==> config.mk <==
export PLATFORM = sky130hd
export DESIGN_NAME = vga_timing_gen
export DESIGN_NICKNAME = d
export VERILOG_FILES = /design/src/rtl/vga_timing_pkg.sv /design/src/rtl/vga_axis_counter.sv /design/src/rtl/vga_timing_gen.sv
export SDC_FILE = /design/constraint.sdc
export NUM_CORES = 1
export LEC_CHECK = 0
export BUFFER_PORTS_ARGS = -buffer_cell sky130_fd_sc_hd__buf_2
export CAP_MARGIN = 40
export CORE_ASPECT_RATIO = 1.25
export CORE_MARGIN = 2
export CORE_UTILIZATION = 45
export DETAILED_ROUTE_END_ITERATION = 8
export HOLD_SLACK_MARGIN = 0.06
export PLACE_DENSITY = 0.65
export SLEW_MARGIN = 20
export SYNTH_ARGS = -nofsm -noshare
export SYNTH_HDL_FRONTEND = slang
export SYNTH_SLANG_ARGS = --single-unit
==> constraint.sdc <==
create_clock -name CLOCK_50 -period 2.85 [get_ports CLOCK_50]
set_input_delay 0.285 -clock CLOCK_50 [delete_from_list [all_inputs] [get_ports CLOCK_50]]
set_output_delay 0.285 -clock CLOCK_50 [all_outputs]
set_load 0.02 [all_outputs]
==> src/rtl/vga_timing_pkg.sv <==
// Shared VGA timing constants, the registered output bundle and a counter-width helper.
package vga_timing_pkg;

    localparam int unsigned COORD_W      = 10;

    localparam int unsigned CLK_DIV_DEF  = 2;
    localparam int unsigned H_ACTIVE_DEF = 640;
    localparam int unsigned H_FRONT_DEF  = 16;
    localparam int unsigned H_SYNC_W_DEF = 96;
    localparam int unsigned H_BACK_DEF   = 48;
    localparam int unsigned V_ACTIVE_DEF = 480;
    localparam int unsigned V_FRONT_DEF  = 10;
    localparam int unsigned V_SYNC_W_DEF = 2;
    localparam int unsigned V_BACK_DEF   = 33;

    localparam int unsigned H_TOTAL_DEF      = H_ACTIVE_DEF + H_FRONT_DEF + H_SYNC_W_DEF + H_BACK_DEF;
    localparam int unsigned V_TOTAL_DEF      = V_ACTIVE_DEF + V_FRONT_DEF + V_SYNC_W_DEF + V_BACK_DEF;
    localparam int unsigned H_SYNC_START_DEF = H_ACTIVE_DEF + H_FRONT_DEF;
    localparam int unsigned H_SYNC_END_DEF   = H_SYNC_START_DEF + H_SYNC_W_DEF;
    localparam int unsigned V_SYNC_START_DEF = V_ACTIVE_DEF + V_FRONT_DEF;
    localparam int unsigned V_SYNC_END_DEF   = V_SYNC_START_DEF + V_SYNC_W_DEF;

    typedef struct packed {
        logic               h_sync;
        logic               v_sync;
        logic               pixel_tick;
        logic               video_active;
        logic [COORD_W-1:0] pixel_x;
        logic [COORD_W-1:0] pixel_y;
        logic               frame_start;
    } vga_out_t;

    // Bits needed to hold 0..n-1, never less than one.
    function automatic int unsigned cnt_width(input int unsigned n);
        return (n > 1) ? $clog2(n) : 1;
    endfunction

endpackage

==> src/rtl/vga_axis_counter.sv <==
// One raster axis: wrapping position counter plus next-value active/sync decode.
module vga_axis_counter
    import vga_timing_pkg::*;
#(
    parameter int unsigned TOTAL      = H_TOTAL_DEF,
    parameter int unsigned ACTIVE     = H_ACTIVE_DEF,
    parameter int unsigned SYNC_START = H_SYNC_START_DEF,
    parameter int unsigned SYNC_END   = H_SYNC_END_DEF,
    parameter int unsigned W          = cnt_width(TOTAL)
) (
    input  logic         clk,
    input  logic         reset,
    input  logic         enable,
    output logic [W-1:0] count_next,
    output logic         wrap,
    output logic         active,
    output logic         sync
);

    localparam int unsigned WX = W + 1;
    localparam logic [W-1:0]  LAST    = W'(TOTAL - 1);
    localparam logic [WX-1:0] ACT_X   = WX'(ACTIVE);
    localparam logic [WX-1:0] SS_X    = WX'(SYNC_START);
    localparam logic [WX-1:0] SE_X    = WX'(SYNC_END);

    logic [W-1:0]  count_q;
    logic [W-1:0]  count_d;
    logic [WX-1:0] count_x;
    logic          at_last;

    // Decode works on the next value so registered outputs line up with the counter.
    always_comb begin
        at_last = (count_q == LAST);
        wrap    = enable && at_last;
        count_d = count_q;
        if (reset) begin
            count_d = LAST;
        end else if (enable) begin
            count_d = at_last ? '0 : count_q + 1'b1;
        end
        count_x = {1'b0, count_d};
        active  = (count_x < ACT_X);
        sync    = (count_x >= SS_X) && (count_x < SE_X);
    end

    assign count_next = count_d;

    always_ff @(posedge clk) begin
        count_q <= count_d;
    end

endmodule

==> src/rtl/vga_timing_gen.sv <==
// 640x480@60 VGA raster timing: pixel divider, H/V axis counters, registered outputs.
module vga_timing_gen
    import vga_timing_pkg::*;
#(
    parameter int unsigned CLK_DIV  = CLK_DIV_DEF,
    parameter int unsigned H_ACTIVE = H_ACTIVE_DEF,
    parameter int unsigned H_FRONT  = H_FRONT_DEF,
    parameter int unsigned H_SYNC_W = H_SYNC_W_DEF,
    parameter int unsigned H_BACK   = H_BACK_DEF,
    parameter int unsigned V_ACTIVE = V_ACTIVE_DEF,
    parameter int unsigned V_FRONT  = V_FRONT_DEF,
    parameter int unsigned V_SYNC_W = V_SYNC_W_DEF,
    parameter int unsigned V_BACK   = V_BACK_DEF,
    parameter logic        SYNC_POL = 1'b0
) (
    input  logic               CLOCK_50,
    input  logic               reset,
    output logic               H_SYNC,
    output logic               V_SYNC,
    output logic               pixel_tick,
    output logic               video_active,
    output logic [COORD_W-1:0] pixel_x,
    output logic [COORD_W-1:0] pixel_y,
    output logic               frame_start
);

    localparam int unsigned H_TOTAL = H_ACTIVE + H_FRONT + H_SYNC_W + H_BACK;
    localparam int unsigned V_TOTAL = V_ACTIVE + V_FRONT + V_SYNC_W + V_BACK;
    localparam int unsigned HS_BEG  = H_ACTIVE + H_FRONT;
    localparam int unsigned VS_BEG  = V_ACTIVE + V_FRONT;
    localparam int unsigned HW      = cnt_width(H_TOTAL);
    localparam int unsigned VW      = cnt_width(V_TOTAL);
    localparam int unsigned DW      = cnt_width(CLK_DIV);
    localparam logic [DW-1:0] DIV_LAST = DW'(CLK_DIV - 1);

    logic [DW-1:0] div_q, div_d;
    logic          step;
    logic          advance;
    logic [HW-1:0] h_next;
    logic [VW-1:0] v_next;
    logic          h_wrap, h_active, h_sync;
    logic          v_wrap, v_active, v_sync;
    vga_out_t      out_q, out_d;

    always_comb begin
        step    = (div_q == DIV_LAST);
        advance = step && !reset;
        div_d   = (reset || step) ? '0 : div_q + 1'b1;
    end

    vga_axis_counter #(
        .TOTAL      (H_TOTAL),
        .ACTIVE     (H_ACTIVE),
        .SYNC_START (HS_BEG),
        .SYNC_END   (HS_BEG + H_SYNC_W),
        .W          (HW)
    ) u_h_axis (
        .clk        (CLOCK_50),
        .reset      (reset),
        .enable     (advance),
        .count_next (h_next),
        .wrap       (h_wrap),
        .active     (h_active),
        .sync       (h_sync)
    );

    vga_axis_counter #(
        .TOTAL      (V_TOTAL),
        .ACTIVE     (V_ACTIVE),
        .SYNC_START (VS_BEG),
        .SYNC_END   (VS_BEG + V_SYNC_W),
        .W          (VW)
    ) u_v_axis (
        .clk        (CLOCK_50),
        .reset      (reset),
        .enable     (h_wrap),
        .count_next (v_next),
        .wrap       (v_wrap),
        .active     (v_active),
        .sync       (v_sync)
    );

    always_comb begin
        out_d.h_sync       = ~SYNC_POL;
        out_d.v_sync       = ~SYNC_POL;
        out_d.pixel_tick   = 1'b0;
        out_d.video_active = 1'b0;
        out_d.pixel_x      = '0;
        out_d.pixel_y      = '0;
        out_d.frame_start  = 1'b0;
        if (!reset) begin
            out_d.h_sync       = h_sync ? SYNC_POL : ~SYNC_POL;
            out_d.v_sync       = v_sync ? SYNC_POL : ~SYNC_POL;
            out_d.pixel_tick   = advance;
            out_d.video_active = h_active && v_active;
            if (h_active && v_active) begin
                out_d.pixel_x = COORD_W'(h_next);
                out_d.pixel_y = COORD_W'(v_next);
            end
            // Both axes wrapping on one step is exactly the move into (0,0).
            out_d.frame_start  = h_wrap && v_wrap;
        end
    end

    always_ff @(posedge CLOCK_50) begin
        div_q <= div_d;
        out_q <= out_d;
    end

    assign H_SYNC       = out_q.h_sync;
    assign V_SYNC       = out_q.v_sync;
    assign pixel_tick   = out_q.pixel_tick;
    assign video_active = out_q.video_active;
    assign pixel_x      = out_q.pixel_x;
    assign pixel_y      = out_q.pixel_y;
    assign frame_start  = out_q.frame_start;

endmodule

==> flow_summary.yaml <==
yosys:
  yosysMostFrequentCell: "dfxtp_1"
  synth_ff_type: "dfxtp_1"
  synth-compound-area-share_pct: 15.2
  synth_top_family_by_area: "simple AND/OR/NAND/NOR gates"
  synth_area_leaders: "dfxtp_1 (48%), nand2_1 (5.1%), nor2_1 (4.5%), or4_1 (3.9%), a21oi_1 (2.6%)"
  ys_types: 44
  yosysTopAreaCell: "dfxtp_1"
  synth-seq-area-share_pct: 48.3
  ys_warn_count: 0
  synthMuxAreaShare_pct: 0
  synth-edff-count: 0
  synthesis.instances: 216
  synthArstFlopShare_pct: 0
  avgSynthCellArea_um2: 8.82
  synth_seq_cells: 46
  synth_xor_area_share_pct: 2.76
  synth_top_area_share_pct: 48.3
  synthAdderAreaFrac_pct: 1.97
  synth_commonest_cells: "dfxtp_1 (46), nand2_1 (26), nor2_1 (23), inv_1 (11)"
  netlist_area_um2: 1910
  yosys.area_share.simple_pct: 27.1
  synth_nets: 221
timing:
  setup_viol: 0
  period_share_pct: 95.1
  tightest_slew_ps: 640
  hold_ws_ps: 353
  rsz0062_at_grt: "no"
  timing_hold_violations_final: 0
  final.min_clock_period_ps: 2710
  fin_setup_tns_ps: 0
  fmaxAchievable_mhz: 369
  slew_headroom_pct: 56.9
  skew_ps: 9.09
  setup_ws_ps: 141
  drv_slew: 0
cells_and_area:
  drive_gt1_share_pct: 21.8
  instances_no_fill: 313
  num-nets-final: 262
  seqCellArea_um2: 921
  multi_input_area_um2: 898
  diodes: 0
  synthToLayoutAreaGrowth_pct: 21.1
  postLayoutCellArea_um2: 2310
  nFillCells: 392
floorplanning:
  chipHeight_um: 76.8
  core_region_area_um2: 4070
  ios: 27
  start_util_pct: 46.9
  row_count: 26
  dieWidth_um: 62.2
  die_area_um2: 4770
critical_path:
  required_ps: 3040
  crit_type: "reg -> reg"
  arrival_ps: 2900
  cp-start-kind: "register"
  cp-end-kind: "register"
  critPathMaxFanout: 7
clocking:
  cts_sinks: 46
  clockBufferDepth: 2
  path_clk_slew_ps: 80
  cts_hold_buf: 0
  numCtsBuffers: 5
  htreeDepth: 2
  clk_latency_ps: 300
  clockRootBuffer: "clkbuf_8"
  cts_setup_buffers: 2
  cts_tree: "built"
  cts_resized: 0
power_and_ir_drop:
  power_density_nw_per_um2: 639
  p_leak_nw: 0.948
  ir_drop_v: 0.000350
global_routing:
  antenna_found_initial: 0
  grt_overflow: 0
  grt_pass1_vias: 1568
  grt_start_max_net_pins: 14
  grt_usage_pct: 18.9
  grt_pass1_wl_um: 7100
route:
  route.detailed.drc: 0
  routedWlPerCell_um: 13.7
  via_count: 1681
  drtIter0Drc: 65
  routed_wirelength_um: 4280
  viasPerCell: 5.37
  drt_pass1_iterations: 4
  drtAntennaViolNets: 0
outcome:
  status: "finished, final reports clean"
placed_design:
  dp_slack_ps: 12.1
  place_hpwl_um: 3160
  placed_area_um2: 2180
  place_congestion: 0.875
  dp_cells: 304
  numPortBuffers: 26
hold_path:
  hold_class: "in -> reg"
job:
  maxCapViolCount: 0
## power by group
part	leakage [nW]	switching (mW)	total, mW	internal, mW
clock	0.0573	0.198	0.478	0.280
combinational	0.518	0.175	0.286	0.111
sequential	0.373	0.0330	0.711	0.678
## layout by cell type, fill, tap and decap left out, drive strengths merged, types with 2 or more instances in the layout
cell type   n
a211oi      3
a21o        3
a21oi      11
and2        2
and3        3
and3b       2
buf        44
clkbuf      6
dfxtp      46
ha          3
inv        11
nand2      26
nand3      10
nand3b      2
nand4       4
nor2       23
nor3        4
nor4        3
o211ai      3
o21ai       8
o31ai       6
or3         2
or4        10
xnor2       3
xor2        3
## final cells by class
class	instances	share of cell area (%)
timing repair buffer	44	11.5
tap	56	3.04
clock buffer	6	3.58
inverter	11	1.79
multi-input combinational	149	38.9
sequential	46	39.9
clock inverter	1	1.30
## stage by stage
| step | utilization, % | total power, mW |
|---|---|---|
| floorplan | - | 0.921 |
| global placement | 53.6 | 1.01 |
| detailed placement | 53.6 | 1.01 |
| CTS | 56.8 | 1.49 |
| global route | 56.8 | 1.55 |
| finish | 56.8 | 1.48 |
## flip-flops by register name (all words and copies together) (netlist names)
signal            count
video_active          1
u_v_axis.count_q     10
H_SYNC                1
V_SYNC                1
u_h_axis.count_q     10
div_q                 1
pixel_tick            1
pixel_y              10
frame_start           1
pixel_x              10
## logic make-up (layout without fill, tap and decap cells)
family          count (synthesis)  in the layout
other cells                     1              1
simple gates                   98             98
buf+inv                        21             62
compound gates                 41             41
fa+ha+maj                       3              3
xor+xnor                        6              6
flops                          46             46
## critical path: stages (launching register included)
cell and delay (ps):
dfxtp_1 360, or4b_4 560, or4_1 480, or4_1 520, a21bo_2 240, o211ai_4 190, buf_4 190, nor2_1 60
## worst paths after layout
path	slack, ps	from	to	cells past startpoint
max	140	u_h_axis.count_q[6]	pixel_y[3]	7
max reg2reg	140	u_h_axis.count_q[6]	pixel_y[3]	7
min	350	reset	u_v_axis.count_q[6]	3
min reg2reg	560	u_v_axis.count_q[0]	u_v_axis.count_q[0]	2
## routing by layer
metal | global-route usage [%] | vias to the layer above | wire length, um
met5 | 0 | - | 0
li1 | - | 852 | -
met1 | 20.9 | 759 | 1820
met2 | 33.4 | 53 | 2140
met4 | 10.4 | 0 | 163
met3 | 4.55 | 17 | 162
Power figures use the tool's default switching activity.
